--- src/rtl/seq_pkg.sv ---
// Shared types and constants for the audio frame sequencer.
package seq_pkg;

  localparam int unsigned DATA_W = 10;
  localparam int unsigned STAT_W = 8;
  localparam logic [DATA_W-1:0] MIDSCALE = 10'd512;

  typedef enum logic [1:0] {
    IDLE      = 2'd0,
    ADC_WAIT  = 2'd1,
    PROC_WAIT = 2'd2
  } seq_state_e;

  // Bits needed to hold values 0..v (at least one bit).
  function automatic int unsigned bits_for(input int unsigned v);
    return (v < 1) ? 1 : $clog2(v + 1);
  endfunction

endpackage

--- src/rtl/seq_tick_gen.sv ---
// Sample-rate divider: one tick every DIV+1 cycles while enabled.
module seq_tick_gen
  import seq_pkg::*;
#(
  parameter int unsigned DIV = 4999
) (
  input  logic sysclk,
  input  logic reset,
  input  logic enable,
  output logic tick
);

  localparam int unsigned CNT_W = bits_for(DIV);

  logic [CNT_W-1:0] cnt_q;
  logic [CNT_W-1:0] cnt_d;

  // Next count and tick; counter parks at 0 while disabled.
  always_comb begin
    cnt_d = cnt_q;
    tick  = 1'b0;
    if (!enable) begin
      cnt_d = '0;
    end else if (cnt_q == CNT_W'(DIV)) begin
      cnt_d = '0;
      tick  = 1'b1;
    end else begin
      cnt_d = cnt_q + CNT_W'(1);
    end
  end

  // Counter register.
  always_ff @(posedge sysclk or posedge reset) begin
    if (reset) begin
      cnt_q <= '0;
    end else begin
      cnt_q <= cnt_d;
    end
  end

endmodule

--- src/rtl/sample_sequencer.sv ---
// Per-frame ADC -> processor -> DAC sequencer with overrun and timeout status.
module sample_sequencer
  import seq_pkg::*;
#(
  parameter int unsigned DIV          = 4999,
  parameter int unsigned ADC_TIMEOUT  = 2047,
  parameter int unsigned PROC_TIMEOUT = 1023
) (
  input  logic              sysclk,
  input  logic              reset,
  input  logic              enable,
  input  logic              clr_stat,
  output logic              adc_start,
  input  logic              adc_valid,
  input  logic [DATA_W-1:0] adc_data,
  output logic              proc_start,
  output logic [DATA_W-1:0] proc_data,
  input  logic              proc_done,
  input  logic [DATA_W-1:0] proc_result,
  output logic              dac_start,
  output logic [DATA_W-1:0] dac_data,
  output logic [STAT_W-1:0] overrun_cnt,
  output logic              timeout_err,
  output logic [1:0]        state_dbg
);

  localparam int unsigned TMR_MAX = (ADC_TIMEOUT > PROC_TIMEOUT) ? ADC_TIMEOUT : PROC_TIMEOUT;
  localparam int unsigned TMR_W   = bits_for(TMR_MAX);

  logic tick;

  seq_state_e        state_q,      state_d;
  logic [TMR_W-1:0]  timer_q,      timer_d;
  logic              adc_start_q,  adc_start_d;
  logic              proc_start_q, proc_start_d;
  logic [DATA_W-1:0] proc_data_q,  proc_data_d;
  logic              dac_start_q,  dac_start_d;
  logic [DATA_W-1:0] dac_data_q,   dac_data_d;
  logic [STAT_W-1:0] overrun_q,    overrun_d;
  logic              timeout_q,    timeout_d;
  logic              drop;
  logic              tmo_hit;

  seq_tick_gen #(
    .DIV (DIV)
  ) u_tick (
    .sysclk (sysclk),
    .reset  (reset),
    .enable (enable),
    .tick   (tick)
  );

  // Frame FSM, wait timer, datapath captures and status counters.
  always_comb begin
    state_d      = state_q;
    timer_d      = timer_q;
    adc_start_d  = 1'b0;
    proc_start_d = 1'b0;
    dac_start_d  = 1'b0;
    proc_data_d  = proc_data_q;
    dac_data_d   = dac_data_q;
    overrun_d    = overrun_q;
    timeout_d    = timeout_q;
    tmo_hit      = 1'b0;
    drop         = tick && (state_q != IDLE);

    unique case (state_q)
      IDLE: begin
        if (tick) begin
          adc_start_d = 1'b1;
          timer_d     = TMR_W'(ADC_TIMEOUT);
          state_d     = ADC_WAIT;
        end
      end
      ADC_WAIT: begin
        // A valid in the timer==0 cycle still completes the conversion.
        if (adc_valid) begin
          proc_data_d  = adc_data;
          proc_start_d = 1'b1;
          timer_d      = TMR_W'(PROC_TIMEOUT);
          state_d      = PROC_WAIT;
        end else if (timer_q == '0) begin
          tmo_hit = 1'b1;
          state_d = IDLE;
        end else begin
          timer_d = timer_q - TMR_W'(1);
        end
      end
      PROC_WAIT: begin
        if (proc_done) begin
          dac_data_d  = proc_result;
          dac_start_d = 1'b1;
          timer_d     = '0;
          state_d     = IDLE;
        end else if (timer_q == '0) begin
          tmo_hit = 1'b1;
          state_d = IDLE;
        end else begin
          timer_d = timer_q - TMR_W'(1);
        end
      end
      default: begin
        timer_d = '0;
        state_d = IDLE;
      end
    endcase

    // Clearing wins over a same-cycle increment or timeout.
    if (clr_stat) begin
      overrun_d = '0;
      timeout_d = 1'b0;
    end else begin
      if (drop && (overrun_q != {STAT_W{1'b1}})) begin
        overrun_d = overrun_q + STAT_W'(1);
      end
      if (tmo_hit) begin
        timeout_d = 1'b1;
      end
    end
  end

  // State and output registers.
  always_ff @(posedge sysclk or posedge reset) begin
    if (reset) begin
      state_q      <= IDLE;
      timer_q      <= '0;
      adc_start_q  <= 1'b0;
      proc_start_q <= 1'b0;
      proc_data_q  <= '0;
      dac_start_q  <= 1'b0;
      dac_data_q   <= MIDSCALE;
      overrun_q    <= '0;
      timeout_q    <= 1'b0;
    end else begin
      state_q      <= state_d;
      timer_q      <= timer_d;
      adc_start_q  <= adc_start_d;
      proc_start_q <= proc_start_d;
      proc_data_q  <= proc_data_d;
      dac_start_q  <= dac_start_d;
      dac_data_q   <= dac_data_d;
      overrun_q    <= overrun_d;
      timeout_q    <= timeout_d;
    end
  end

  assign adc_start   = adc_start_q;
  assign proc_start  = proc_start_q;
  assign proc_data   = proc_data_q;
  assign dac_start   = dac_start_q;
  assign dac_data    = dac_data_q;
  assign overrun_cnt = overrun_q;
  assign timeout_err = timeout_q;
  assign state_dbg   = 2'(state_q);

endmodule

--- config.mk ---
export PLATFORM = sky130hd
export DESIGN_NAME = sample_sequencer
export DESIGN_NICKNAME = d
export VERILOG_FILES = /design/src/rtl/seq_pkg.sv /design/src/rtl/seq_tick_gen.sv /design/src/rtl/sample_sequencer.sv
export SDC_FILE = /design/constraint.sdc
export NUM_CORES = 1
export LEC_CHECK = 0
export ABC_AREA = 1
export CAP_MARGIN = 20
export CORE_AREA = 2 2 142 75
export DETAILED_ROUTE_END_ITERATION = 10
export DIE_AREA = 0 0 144 77
export PLACE_DENSITY = 0.61
export SLEW_MARGIN = 5
export SYNTH_ARGS = -nofsm -noshare
export SYNTH_HDL_FRONTEND = slang
export SYNTH_HIERARCHICAL = 1
export SYNTH_SLANG_ARGS = --single-unit
--- constraint.sdc ---
create_clock -name sysclk -period 2.25 [get_ports sysclk]
set_clock_uncertainty 0.1 [all_clocks]
set_input_delay 0.225 -clock sysclk [delete_from_list [all_inputs] [get_ports sysclk]]
set_output_delay 0.225 -clock sysclk [all_outputs]
set_load 0.01 [all_outputs]
==> reports/results.txt, run 1 <==
status - completed
layout cell share with drive strength beyond 1 - 12.31%
vias in the first global route - 2579
Nets - 491
Initial DRC Count - 175
Syn Std Cell Area - 3055 um^2
Final Cycle Share - 93.28%
WP data arrival - 2.25 ns
Tightest Pin Transition - 0.5220 ns
Switching Fraction - 18.38%
Final Hold Fails - 0
Pint - 2319 uW
gr ovfl total - 0
fmax - 0.4765 GHz
register area - 1453 um^2
H-tree lvl count - 3
Skew-Pair Late Insertion Delay - 0.32 ns
CP startpoint - u_tick/cnt_q[0]
worst hold path class - in -> async
yosys warns - 6
Worst Setup EP - timer_q[9]
Seq/Total Area, Yosys - 47.54%
Hold WS - 0.1863 ns
DP Wirelength - 5930 um
Worst R2R End - timer_q[9]
Reg power frac - 37.0%
Placed Area - 3860 um^2
leak pwr - 0.002050 uW
register bit count reported by yosys - 58
area leader, netlist - dfrtp_1
Antenna Nets Post-Route - 0
clock buffer count from CTS - 9
Worst Setup End Kind - flip-flop
worst reg-to-reg path cell count - 13
Net Count, Synth - 419
Net Sw Power - 522.1 uW
area occupied by multi-input gates - 1440 um^2
fillers - 985
Sink Count - 58
max_cap viols - 0
Setup TNS Final - 0 ns
first-pass GRT wire length - 13170 um
Pre-antenna DRT Iters - 4
Peak VDD IR - 0.3804 mV
r2r setup slk - 0.15 ns
Gate power share - 3.3%
RSZ-0062 raised after global routing - no
share of synthesized flip-flops with an asynchronous set or reset - 100.0%
Initial Util - 31.00%
FF-to-FF Start - u_tick/cnt_q[0]
synth top area cells - dfrtp_1 (47%), nand2_1 (17%), inv_1 (5.4%), nor2_1 (5.0%), nand3_1 (3.8%)
via count - 2760
clock root cell - clkbuf_16
clock share of power - 59.6%
routability cong. - 0.9203
min Tclk post-route - 2.099 ns
full die area - 11090 um^2
synthesized instance count - 386
I/O pin count - 60
FP Rows - 26
drt wl/cell - 13.02 um
top_reg_cell synth - dfrtp_1
largest net degree at the start of global routing - 46
number of synthesized flops with an enable pin - 0
drc violations - 0
crit start category - flip-flop
Avg Inst Size Synth - 7.916 um^2
Slew Viols, Final - 0
diode count - 0
design area - 4260 um^2
Distinct cells, synth - 33
max_slew headroom - 65.16%
Setup CP Type - reg -> reg
CP max FO - 6
most frequent cells after synthesis - nand2_1 (136), dfrtp_1 (57), inv_1 (44), nor2_1 (41), nand3_1 (23)
Clock Tree Buf Depth - 2
final setup vio count - 0
drt via density - 4.577
most common cell in the netlist - nand2_1
chip height - 77 um
power density over the cells - 666.8 nW/um^2
area delta synth->final - 39.44%
CTS tree - built
initial antenna violation count - 0
Core Box Area - 9857 um^2
# port buffers - 59
Worst-path clk slew - 0.05 ns
Req. time, crit path - 2.40 ns
Overall Global Routing Usage - 15.46%
drt total wl - 7853 um
post-synth top area share - 46.68%
Die Wd - 144 um
-- layout by cell type, fill, tap and decap left out --
| master | netlist | layout |
|---|---|---|
| o211ai_1 | 1 | 1 |
| nand3_2 | 1 | 2 |
| xnor2_1 | 3 | 3 |
| o21ai_1 | 2 | 2 |
| ha_1 | 7 | 6 |
| nor2_1 | 41 | 38 |
| xor2_1 | 9 | 9 |
| clkbuf_8 | 0 | 1 |
| o21ai_2 | 4 | 4 |
| nor2_4 | 6 | 7 |
| nand2_4 | 1 | 1 |
| dfrtp_1 | 57 | 57 |
| ha_2 | 0 | 1 |
| o22ai_1 | 1 | 1 |
| nand2_2 | 7 | 9 |
| nand3b_1 | 2 | 2 |
| clkdlybuf4s50_1 | 0 | 59 |
| a21o_1 | 1 | 1 |
| nand3_1 | 23 | 22 |
| nor3_1 | 2 | 2 |
| dfstp_2 | 1 | 1 |
| clkbuf_1 | 4 | 1 |
| nand2_1 | 136 | 134 |
| clkbuf_16 | 0 | 9 |
| bufinv_16 | 0 | 4 |
| nor2_2 | 2 | 4 |
| a21oi_1 | 1 | 1 |
| nand4_1 | 8 | 8 |
| a21oi_4 | 1 | 2 |
| a211oi_1 | 3 | 3 |
| buf_12 | 0 | 1 |
| clkinv_2 | 0 | 1 |
| o21bai_2 | 1 | 1 |
| o21ai_0 | 12 | 12 |
| inv_2 | 1 | 2 |
| inv_1 | 44 | 43 |
| buf_4 | 0 | 6 |
| nor3_4 | 1 | 1 |
| o2111ai_1 | 1 | 1 |
-- metrics by stage --
step	power [uW]	utilization, %	setup WS [ns]	cells
after global routing	2944	43.22	0.01944	603
after global placement	1165	39.16	0.1517	587
after floorplan	1102	-	0.3201	386
after detailed placement	1165	39.16	0.04787	587
final	2841	43.22	0.1512	603
after CTS	2878	42.89	0.04928	603
-- critical path: stages, from the launching register on --
cell and delay (ns):
dfrtp_1 0.36, ha_2 0.22, nand2_2 0.09, nor2_2 0.13, nand3_2 0.15, nor2_4 0.16
inv_1 0.06, nand2_2 0.11, nand2_2 0.11, inv_2 0.09, nand2_2 0.08, a21oi_4 0.18
nand2_1 0.07, o21ai_1 0.11
-- logic make-up (layout without fill, tap and decap cells) --
family | after synthesis | in the layout | share of synthesized area (%)
DFF | 58 | 58 | 47.54
adders and majority gates | 7 | 7 | 2.866
buffers and inverters | 50 | 127 | 6.388
and+or+nand+nor | 230 | 230 | 33.25
AOI/OAI and AO/OA | 29 | 29 | 6.511
xor gates and xnor gates | 12 | 12 | 3.440
-- what timing repair did --
item	CTS	global route
gates resized for setup	0	9
buffers inserted	0	0
endpoints found under the setup margin	0	9
hold buffers	0	0
-- flip-flops by register name, summed over array words and instances, names as in the netlist --
signal and flops:
dac_data 10, u_tick/cnt_q 13, overrun_cnt 8, timer_q 11, state_dbg 2, dac_start 1, proc_start 1, timeout_err 1
proc_data 10, adc_start 1
-- layer usage --
| metal | global-route usage (%) | vias to the layer above | routed length (um) |
|---|---|---|---|
| li1 | - | 1357 | - |
| met1 | 24.19 | 1278 | 4077 |
| met2 | 19.14 | 117 | 2923 |
| met3 | 6.496 | 8 | 786 |
| met4 | 3.235 | 0 | 65 |
| met5 | 0 | - | 0 |
-- power by group through the flow --
stage,clock [uW],combinational (uW),sequential (uW)
detailed placement,0,95.2,1070
finish,1690,95.0,1050
global route,1790,105,1050
floorplan,0,33.3,1070
global placement,0,95.3,1070
CTS,1730,96.0,1050
-- worst min-delay path by stage --
| stage | start | end | slack [ns] | cells after the start |
|---|---|---|---|---|
| after floorplan | reset | u_tick/cnt_q[0] | 0.002 | 1 |
| after global placement | u_tick/cnt_q[0] | u_tick/cnt_q[0] | 0.35 | 1 |
| after detailed placement | u_tick/cnt_q[0] | u_tick/cnt_q[0] | 0.36 | 1 |
| after CTS | reset | u_tick/cnt_q[2] | 0.21 | 2 |
| after global routing | reset | timer_q[0] | 0.22 | 3 |
| final | reset | timer_q[0] | 0.19 | 3 |
-- cell type report --
class / count / share of cell area [%]
timing repair buffer: 66 / 15.39
tap: 140 / 4.112
multi-input combinational: 278 / 33.80
sequential: 58 / 34.10
clock inverter: 5 / 2.937
inverter: 45 / 3.965
clock buffer: 11 / 5.698
Note: power is estimated with default switching activity, not from simulation.
==> inputs of run 2 (changes only) <==
--- a/config.mk
+++ b/config.mk
@@ -16,3 +16,4 @@
 export SYNTH_HDL_FRONTEND = slang
 export SYNTH_HIERARCHICAL = 1
 export SYNTH_SLANG_ARGS = --single-unit
+export TNS_END_PERCENT = 5
==> results of run 2 <==
The final DEF is identical to that of run 1; final timing and power are the same.
==> RTL edit, RTL diff (flow settings as in run 2) <==
Make the reset (`reset`) synchronous in 2 clocked blocks.
--- a/src/rtl/seq_tick_gen.sv
+++ b/src/rtl/seq_tick_gen.sv
@@ -32,3 +32,3 @@
   // Counter register.
-  always_ff @(posedge sysclk or posedge reset) begin
+  always_ff @(posedge sysclk) begin
     if (reset) begin
--- a/src/rtl/sample_sequencer.sv
+++ b/src/rtl/sample_sequencer.sv
@@ -122,3 +122,3 @@
   // State and output registers.
-  always_ff @(posedge sysclk or posedge reset) begin
+  always_ff @(posedge sysclk) begin
     if (reset) begin
Check against the original RTL: no difference found for any inputs over 10 cycles, from zero or initial values and one cycle with reset high; that may be too few to reach the edited logic, so the function may still have changed.
==> RTL edit against run 2 <==
Synthesized cell count rose by 3.9%. Highest routed layer unchanged. Routed wire length fell by 7.6%. Sequential share of layout area fell by 4.2 points. Synthesized area fell by 8.0%. Final cell count rose by 1.8%. Setup slack improved by 0.076 ns. Non-clock buffer count fell by 1. Critical endpoint is now timer_q[0]. Cell area fell by 8.7%. Sequential cell count did not move. Critical path depth fell by 2.
Power is not compared: it rests on default switching activity, and its combinational part moved more than twofold at a synthesized area within 25%.
==> RTL edit: results (changes against run 2) <==
| Metric | Value |
|---|---|
| Worst reg2reg path startpoint | timer_q[0] |
| DP Wirelength | 5444 microns (-8.2%) |
| Fin nets | 502 (+2.2%) |
| Syn nets | 434 (+3.6%) |
| Routability cong. | 0.9009 (-2.1%) |
| Syn_area_per_cell | 7.008 sq um (-11%) |
| 1st-iter DRT viols | 134 (-23%) |
| Filler instances | 1020 (+3.6%) |
| Global-route wire length before repair | 12060 microns (-8.4%) |
| Register area share after synthesis | 0.4132 (-0.06225) |
| Library cells used by synthesis | 30 (-9.1%) |
| Asr flop ratio synth | 0 (-1.000) |
| Worst Hold Class | reg2reg |
| Layout cell share with drive strength beyond 1 | 0.1118 (-0.01130) |
| WL met3 | 754 microns (-4.1%) |
| Met3 Use GR | 0.08307 (+0.01811) |
| Placed Area | 3575 sq um (-7.4%) |
| CP max FO | 11 (+5) |
| Pin count of the biggest net entering global routing | 23 (-50%) |
| Status | completed |
| WP data arrival | 2.14 ns (-0.11 ns) |
| Slew HR | 0.6318 (-0.01982) |
| Setup ws final | 0.2273 ns (+0.07602 ns) |
| Area Overhead vs Synth | 38.47% |
| Min Hold Slack | 0.3603 ns (+0.1740 ns) |
| Final Non-Filler Cells | 614 (+1.8%) |
| GR Layer Usage met2 | 0.1843 (-0.007143) |
| Placed Cells | 598 (+1.9%) |
| DP Worst Slack | 0.1445 ns (+0.09660 ns) |
| Tot GR Track Use | 0.1409 (-0.01364) |
| Metal-1 WL | 3622 microns (-11%) |
[RTL edit: cell count changes in the layout (fill, tap and decap cells not counted), sizes merged, moves of 4 or more]
cell / delta
nand2: -60
dfxtp: +58
dfrtp: -57
nor2: +34
a21oi: +21
o21ai: +10
inv: +8
clkinv: +5
nand3: +4
[RTL edit: power groups by stage]
stage / logic [mW] / registers (mW) / clock network (mW)
after global placement: 0.527 / 1.13 / 0
final: 0.538 / 1.11 / 1.35
after detailed placement: 0.524 / 1.13 / 0
after floorplan: 0.378 / 1.13 / 0
after global routing: 0.611 / 1.11 / 1.44
after CTS: 0.527 / 1.11 / 1.39
[RTL edit: critical path: stages (launching register included)]
cell,delay [ns]
dfxtp_1,0.31
inv_1,0.14
ha_1,0.26
nand2_1,0.09
nor2_2,0.15
nand3_1,0.39
nand2_1,0.19
nor2_2,0.07
nand2_1,0.06
nand3_1,0.07
nand2_1,0.06
inv_1,0.03
[RTL edit: cell type report]
cell class | count | area share
tap | 140 | 0.04502
multi-input combinational | 280 | 0.3627
timing repair buffer | 65 | 0.1633
clock buffer | 11 | 0.06238
inverter | 55 | 0.05370
sequential | 58 | 0.2990
clock inverter | 5 | 0.01383
[RTL edit: worst paths after layout]
check / endpoint / depth (start not counted)
max: timer_q[0] / 11
min: u_tick/cnt_q[0] / 1
max reg2reg: timer_q[0] / 11
min reg2reg: u_tick/cnt_q[0] / 1
[RTL edit: logic make-up (layout without fill, tap and decap cells)]
kind of cell,count (synthesis),after routing,synth area share
AO/OA/AOI/OAI,58,58,0.1127
flip-flops,58,58,0.4132
buffers and inverters,63,136,0.08994
AND/OR/NAND/NOR,207,207,0.3281
adder cells (fa/ha/maj),7,7,0.03117
XOR/XNOR,8,8,0.02493
